### src/rtl/boid_frame_scheduler.sv
// boid_frame_scheduler
//   Sequences the per-frame refresh of the double-buffered boid display RAM.
//   On a screen_end pulse while idle it swaps front/back buffers, clears the
//   back buffer, then walks every BPU once and writes one pixel per boid.
//   CPU position updates are held off while the BPUs are being sampled.
//
// Build option: define BOID_FAST_CLEAR_EN to replace the per-pixel clear walk
//   with a single-cycle fb_clear pulse (the RAM bulk-resets the back buffer).
//
// Ports
//   clock        system clock
//   resetn       synchronous active-low reset
//   screen_end   1-cycle end-of-visible-frame pulse from the VGA controller
//   boid_sel     index of the BPU whose boid_x/boid_y is being sampled
//   boid_x/y     coordinates of the selected BPU (combinational from BPU mux)
//   fb_we/fb_waddr/fb_wdata  back-buffer write port (1 = boid, 0 = clear)
//   fb_clear     bulk clear pulse (fast-clear build only, otherwise 0)
//   front_sel    buffer scanned out by VGA; back buffer is ~front_sel
//   cpu_upd_req/cpu_upd_gnt  CPU BPU-position write handshake
//   busy         high whenever the sequencer is not idle
//   overrun_cnt  saturating count of screen_end pulses dropped while busy
//
// state   | meaning
// S_IDLE  | waiting for screen_end
// S_SWAP  | toggle front/back buffer, prime the clear
// S_CLEAR | zero the back buffer (one pixel per cycle, or one bulk pulse)
// S_DRAW  | sample BPU boid_sel, register its pixel write for next cycle
// S_FLUSH | emit the last boid's write, return to idle

module boid_frame_scheduler #(
    parameter int NUM_BOIDS = 4,
    parameter int BOID_BITS = 2,
    parameter int H_RES     = 640,
    parameter int V_RES     = 480,
    parameter int ADDR_W    = 19,
    parameter int OVR_W     = 8
) (
    input  logic                 clock,
    input  logic                 resetn,
    input  logic                 screen_end,
    output logic [BOID_BITS-1:0] boid_sel,
    input  logic [9:0]           boid_x,
    input  logic [8:0]           boid_y,
    output logic                 fb_we,
    output logic [ADDR_W-1:0]    fb_waddr,
    output logic                 fb_wdata,
    output logic                 fb_clear,
    output logic                 front_sel,
    input  logic                 cpu_upd_req,
    output logic                 cpu_upd_gnt,
    output logic                 busy,
    output logic [OVR_W-1:0]     overrun_cnt
);

    typedef enum logic [2:0] {
        S_IDLE,
        S_SWAP,
        S_CLEAR,
        S_DRAW,
        S_FLUSH
    } state_t;

    localparam logic [9:0]           H_LIM     = 10'(H_RES);
    localparam logic [8:0]           V_LIM     = 9'(V_RES);
    localparam logic [ADDR_W-1:0]    H_RES_A   = ADDR_W'(H_RES);
    localparam logic [ADDR_W-1:0]    LAST_ADDR = ADDR_W'(H_RES * V_RES - 1);
    localparam logic [BOID_BITS-1:0] LAST_BOID = BOID_BITS'(NUM_BOIDS - 1);
    localparam logic [OVR_W-1:0]     OVR_MAX   = '1;

    state_t            state;
    logic              draw_ok;
    logic [ADDR_W-1:0] draw_addr;

    always_comb begin
        draw_ok   = (boid_x < H_LIM) && (boid_y < V_LIM);
        draw_addr = ADDR_W'(boid_x) + H_RES_A * ADDR_W'(boid_y);
    end

    // BPU positions must not move while DRAW is sampling them.
    assign cpu_upd_gnt = cpu_upd_req & (state != S_DRAW);

    always_ff @(posedge clock) begin
        if (!resetn) begin
            state       <= S_IDLE;
            boid_sel    <= '0;
            fb_we       <= 1'b0;
            fb_waddr    <= '0;
            fb_wdata    <= 1'b0;
            fb_clear    <= 1'b0;
            front_sel   <= 1'b0;
            busy        <= 1'b0;
            overrun_cnt <= '0;
        end else begin
            // A frame request that arrives mid-update is dropped, only counted.
            if (screen_end && (state != S_IDLE) && (overrun_cnt != OVR_MAX))
                overrun_cnt <= overrun_cnt + 1'b1;

            case (state)
                S_IDLE: begin
                    fb_we <= 1'b0;
                    if (screen_end) begin
                        state     <= S_SWAP;
                        busy      <= 1'b1;
                        front_sel <= ~front_sel;
                    end
                end
                S_SWAP: begin
                    state <= S_CLEAR;
`ifdef BOID_FAST_CLEAR_EN
                    fb_clear <= 1'b1;
                    fb_we    <= 1'b0;
`else
                    fb_we    <= 1'b1;
                    fb_wdata <= 1'b0;
                    fb_waddr <= '0;
`endif
                end
                S_CLEAR: begin
`ifdef BOID_FAST_CLEAR_EN
                    fb_clear <= 1'b0;
                    state    <= S_DRAW;
                    boid_sel <= '0;
`else
                    // fb_waddr doubles as the clear pixel counter.
                    if (fb_waddr == LAST_ADDR) begin
                        fb_we    <= 1'b0;
                        state    <= S_DRAW;
                        boid_sel <= '0;
                    end else begin
                        fb_waddr <= fb_waddr + 1'b1;
                    end
`endif
                end
                S_DRAW: begin
                    // Write for the boid sampled this cycle lands next cycle.
                    fb_we    <= draw_ok;
                    fb_waddr <= draw_addr;
                    fb_wdata <= 1'b1;
                    if (boid_sel == LAST_BOID) begin
                        state    <= S_FLUSH;
                        boid_sel <= '0;
                    end else begin
                        boid_sel <= boid_sel + 1'b1;
                    end
                end
                S_FLUSH: begin
                    fb_we <= 1'b0;
                    state <= S_IDLE;
                    busy  <= 1'b0;
                end
                default: begin
                    fb_we <= 1'b0;
                    state <= S_IDLE;
                    busy  <= 1'b0;
                end
            endcase
        end
    end

endmodule

### config.mk
export PLATFORM = sky130hd
export DESIGN_NAME = boid_frame_scheduler
export DESIGN_NICKNAME = d
export VERILOG_FILES = /design/src/rtl/boid_frame_scheduler.sv
export SDC_FILE = /design/constraint.sdc
export NUM_CORES = 1
export LEC_CHECK = 0
export BUFFER_PORTS_ARGS = -buffer_cell sky130_fd_sc_hd__buf_2
export CORE_ASPECT_RATIO = 0.7
export CORE_MARGIN = 10
export CORE_UTILIZATION = 40
export DETAILED_ROUTE_END_ITERATION = 12
export SLEW_MARGIN = 25
export SYNTH_ARGS = -nofsm -noshare
export SYNTH_HDL_FRONTEND = slang
export SYNTH_SLANG_ARGS = --single-unit
### constraint.sdc
create_clock -name clock -period 2.5 [get_ports clock]
set_input_delay 0.125 -clock clock [delete_from_list [all_inputs] [get_ports clock]]
set_output_delay 0.125 -clock clock [all_outputs]
set_load 0.02 [all_outputs]
== Word-level counts from Yosys, hierarchy flattened ==
Index checks and enable logic that the tools add are counted.
Word-level totals
  register bits after elaboration: 36
  input port bits: 23
  output and inout bits: 35
  word-level logic and storage cells: 57
Operators by class
  add/subtract/negate cells: 4
  $mul: 1
  order comparisons: 2
  equal/unequal tests: 11
  muxes and demuxes: 14
  bitwise gates (word level): 3
  reduce and logical (&&, ||, !) cells: 14
Operator list (number)
  one-hot mux 19 bit (3 select lines): 1
  adder 10 x 19 -> 19 bit: 1
  adder 19 x 1 -> 19 bit, second input constant: 1
  == test 19 bit, second input constant: 1
  two-way mux 19 bit: 1
  multiplier 3 x 9 -> 12 bit, first input constant: 1
  one-hot mux 3 bit (4 select lines): 1
  less-than comparator 10 bit, second input constant: 1
  less-than comparator 9 bit, second input constant: 1
  two-way mux 3 bit: 3
  adder 8 x 1 -> 8 bit, second input constant: 1
  != test 2 bit, second input constant: 4
  != test 8 bit, second input constant: 1
  AND reduction 2 bit: 4
  == test 3 x 2 -> 1 bit, second input constant: 2
  nonzero test 3 bit: 2
  two-way mux 2 bit: 2
  one-hot mux 1 bit (2 select lines): 2
  one-hot mux 2 bit (2 select lines): 1
  nonzero test 2 bit: 2
  == test 3 x 1 -> 1 bit, second input constant: 1
  logical AND 1 bit: 3
  logical NOT 3 bit: 1
  != test 3 x 2 -> 1 bit, second input constant: 1
  8 further kinds: 10

== Logic depth before layout (Yosys ltp) ==
  depth in word-level cells: 4
  gate-level depth with buffers: 11
  mapped depth without buffers: 11

== Worst setup path after synthesis ==
Ideal clock, no wire load.
  path type: input-to-reg
  from: input boid_y[1]
  to: register fb_waddr[17]
  setup time: 118 ps
  arrival time: 2146 ps
  data required time: 2382 ps
  path slack: 235 ps
  cell stages on the path: 10
  path buffers: 0
  cell sequence: ha_1 > ha_1 > inv_1 > fa_1 > xor2_1 > or2_2 > nor4_1 > nand3_1 > xnor2_1 > o2bb2ai_1
Between the ends
  longest elaborated chain between the ends: 3
RTL lines
  from (decl): RTL line 43  | input logic [8:0] boid_y,
  multiplier 3 x 9 -> 12 bit: RTL line 76  | draw_addr = ADDR_W'(boid_x) + H_RES_A * ADDR_W'(boid_y);
  adder 10 x 19 -> 19 bit: RTL line 76
  one-hot mux 19 bit (3 select lines): RTL line 98  | case (state)
  to (signal assigned): RTL line 130  | fb_waddr <= fb_waddr + 1'b1;
  to (signal assigned): RTL line 137  | fb_waddr <= draw_addr;
  to (decl): RTL line 45  | output logic [ADDR_W-1:0] fb_waddr,
No other way between the ends.
A chain may end at the register's enable or synchronous reset.

== Worst setup path after layout ==
  from: input boid_y[1]
  to: register fb_waddr[18]
The elaborated chain is that of the path after synthesis.

==> metrics <==
total routed wirelength 7.08 mm; CTS tree yes; number of buffers inserted to repair setup after CTS 0; clock tree root buffer cell clkbuf_8; startpoint of the most critical hold path boid_x[2]; initial standard-cell utilization of the core 0.417; skew final between 5 and 6 ps; status finished, final reports clean; capturing point of the worst reg2reg path fb_waddr[15]; register clock-pin slew on the reported worst setup and hold paths around 80 ps; Met3 Routed Length around 620 µm; number of pins exceeding their max-slew limit in the final report 0; number of sinks driven by the clock tree 36; pre-CTS WS -87.0 ps; pin count of the biggest net entering global routing 36; type of destination of the critical path flip-flop; Peak supply drop around 0.00023 V; max-capacitance violation count 0; crit path cell chain buf_2 -> ha_1 -> ha_1 -> inv_1 -> fa_1 -> nor2b_1 -> o311ai_1 -> a21oi_1 -> or3b_2 -> a22oi_1 -> o31ai_1; cell count after placement ~460; highest-count cells in the layout ignoring fill and taps buf_2, dfxtp_1, nand2_1; grt ovf 0; most frequent cell on the critical path ha_1; HP Class in2reg; share of async-settable or async-resettable flops after synthesis 0; kind of critical path in2reg; #FFs+latches synth 36; beginning of the worst register-to-register path fb_waddr[0]; Die W around 120 µm; antenna fix cells 0; Clock Latency Late Sink about 290 ps; number of global-route vias before repair 2485; Post-Syn Instances 317; part of the Yosys area used for sequential elements 0.275; ratio of total power to cell area around 530 mW/mm²; critical path fanouts, max 2; wire length per cell after detailed routing 15.3 µm; Worst slew margin 0.613; ys flop type dfxtp_1; setup violators final 0; Peak Freq between 0.4 and 0.5 GHz; arrival time worst endpoint ~2400 ps; Net count, final ~430; Final Cycle Share 0.906; fraction of final layout cells with drive strength greater than 1 0.260; Synthesis Warnings 0; Row Count 24; count of flip-flops with a built-in enable after synthesis 0; Hold Fails Final Rpt 0; dpl hpwl 5.46 mm; summed negative setup slack over all endpoints 0 ps; # resized after CTS 0; number of levels the H-tree was split into 2; number of filler instances in the final layout slightly above 600; routed vias/inst 5.48; area of the placeable core approximately 0.0063 mm²; standard cell with the maximum stage delay on the critical path or3b_2; measured slew at the worst slew-check pin ~580 ps; post-synthesis instance area about 0.0026 mm²; first-pass iteration count of the detailed router 4; number of buffers between clock root and the deepest sink 2; synthesis-to-layout area growth 20.8%; number of nets still failing antenna checks after routing 0; delay of the slowest cell on the worst path between 400 and 500 ps; detailed-route via count between 2000 and 3000; final critical-path setup slack about 240 ps; register-to-register setup slack around 400 ps; Placer Congestion approximately 0.87; global-route wire length before repair ~12 mm; RSZ-0062 raised after global routing no; required time of the worst setup path between 2000 and 3000 ps; Hold WS between 100 and 150 ps; hold bufs inserted after CTS 0; top metal layer carrying routed signals met4; Iter 0 DRT Violations 155; total track usage 0.139; most common cell after layout, fill and taps aside buf_2; input/output buffers 56; Avg Inst Size Synth about 8.3 µm²; count of cells along the worst hold path 3; DRT met1 WL about 3.5 mm; IO Count 58; Die Footprint 0.0102 mm²; met2 WL roughly 2.9 mm; number of buffers created by CTS 5; number of different library cells in the post-synthesis netlist 62; nets in the synthesized netlist approximately 360; crit path time final about 2300 ps; DIE HEIGHT 87.7 µm; post-detailed-route DRC marker count 0; startpoint kind of the worst setup timing path input pin; static leakage 0.00140 µW; Hold EP fb_waddr[2]; final standard cell count with taps included and fillers excluded 463; reg2reg path depth 8; initial antenna violation count 0
[report_power, final]
part           internal [µW]  switching [µW]
registers                603            37.1
clock network            295             232
logic                    218             300
total                   1120             569
[cells in the mapped netlist, drive strengths merged (4+ instances only)]
| library cell | instances | area share |
|---|---|---|
| nor3b | 5 | 0.020 |
| ha | 20 | 0.096 |
| and2 | 8 | 0.019 |
| and3 | 4 | 0.0096 |
| a21boi | 10 | 0.029 |
| a221oi | 4 | 0.013 |
| a21oi | 19 | 0.036 |
| dfxtp | 36 | 0.28 |
| nor4 | 6 | 0.025 |
| o21ai | 25 | 0.049 |
| buf | 7 | 0.019 |
| xnor2 | 12 | 0.040 |
| nor3 | 6 | 0.011 |
| a211oi | 4 | 0.013 |
| nor2b | 9 | 0.022 |
| nand3 | 11 | 0.023 |
| a22oi | 4 | 0.011 |
| xor2 | 8 | 0.027 |
| inv | 10 | 0.014 |
| nand2 | 30 | 0.043 |
| nor2 | 23 | 0.033 |
| nand4 | 10 | 0.024 |
| clkbuf | 6 | 0.0086 |
[cell type report]
| type | instances | area, µm² | share of cell area |
|---|---|---|---|
| sequential | 36 | 721 | 0.228 |
| multi-input combinational | 258 | 1790 | 0.565 |
| clock buffer | 5 | 68.8 | 0.0217 |
| timing repair buffer | 73 | 408 | 0.129 |
| clock inverter | 3 | 42.5 | 0.0134 |
| tap | 78 | 97.6 | 0.0308 |
| inverter | 10 | 37.5 | 0.0119 |
[registers in the layout, summed over array words and instances, names as in the netlist]
register     count
overrun_cnt      8
fb_we            1
boid_sel         2
busy             1
state            3
front_sel        1
fb_wdata         1
fb_waddr        19
[worst max-delay path by stage]
stage / from / endpoint / slack, ps / cells after the start
floorplan: boid_y[1] / fb_waddr[17] / 240 / 10
global placement: boid_y[1] / fb_waddr[16] / -20 / 12
detailed placement: boid_y[1] / fb_waddr[18] / -90 / 11
CTS: boid_y[1] / fb_waddr[18] / 220 / 11
global route: boid_y[1] / fb_waddr[18] / 40 / 11
finish: boid_y[1] / fb_waddr[18] / 240 / 11
[per-layer routing]
| layer | global-route usage | vias up |
|---|---|---|
| met2 | 0.211 | 83 |
| met5 | 0 | - |
| met1 | 0.180 | 1159 |
| met4 | 0.0503 | 0 |
| met3 | 0.0430 | 4 |
| li1 | - | 1289 |
[cell families (layout without fill, tap and decap cells)]
logic type,count (synthesis),in the layout,synth area share
AND/OR/NAND/NOR,124,124,0.265
XOR/XNOR,20,20,0.0669
multiplexers,2,2,0.00812
AO/OA/AOI/OAI,89,89,0.231
buffers and inverters,23,91,0.0416
other,1,1,0.00143
flip-flops,36,36,0.275
adder cells (fa/ha/maj),22,22,0.111
[worst max-delay path, delay by kind of cell]
family | cells | cell delay [ps]
AO/OA/AOI/OAI | 4 | 880
adder cells (fa/ha/maj) | 3 | 690
buffers and inverters | 2 | 180
AND/OR/NAND/NOR | 2 | 570
[stage by stage]
stage | power [µW] | cell area (µm²) | util
5_1_grt | 1800 | 3160 | 0.504
3_3_place_gp | 1170 | 3050 | 0.486
3_5_place_dp | 1170 | 3050 | 0.486
6_report | 1690 | 3160 | 0.504
4_1_cts | 1700 | 3160 | 0.504
2_1_floorplan | 1020 | 2620 | -
(Power assumes the default switching activity.)
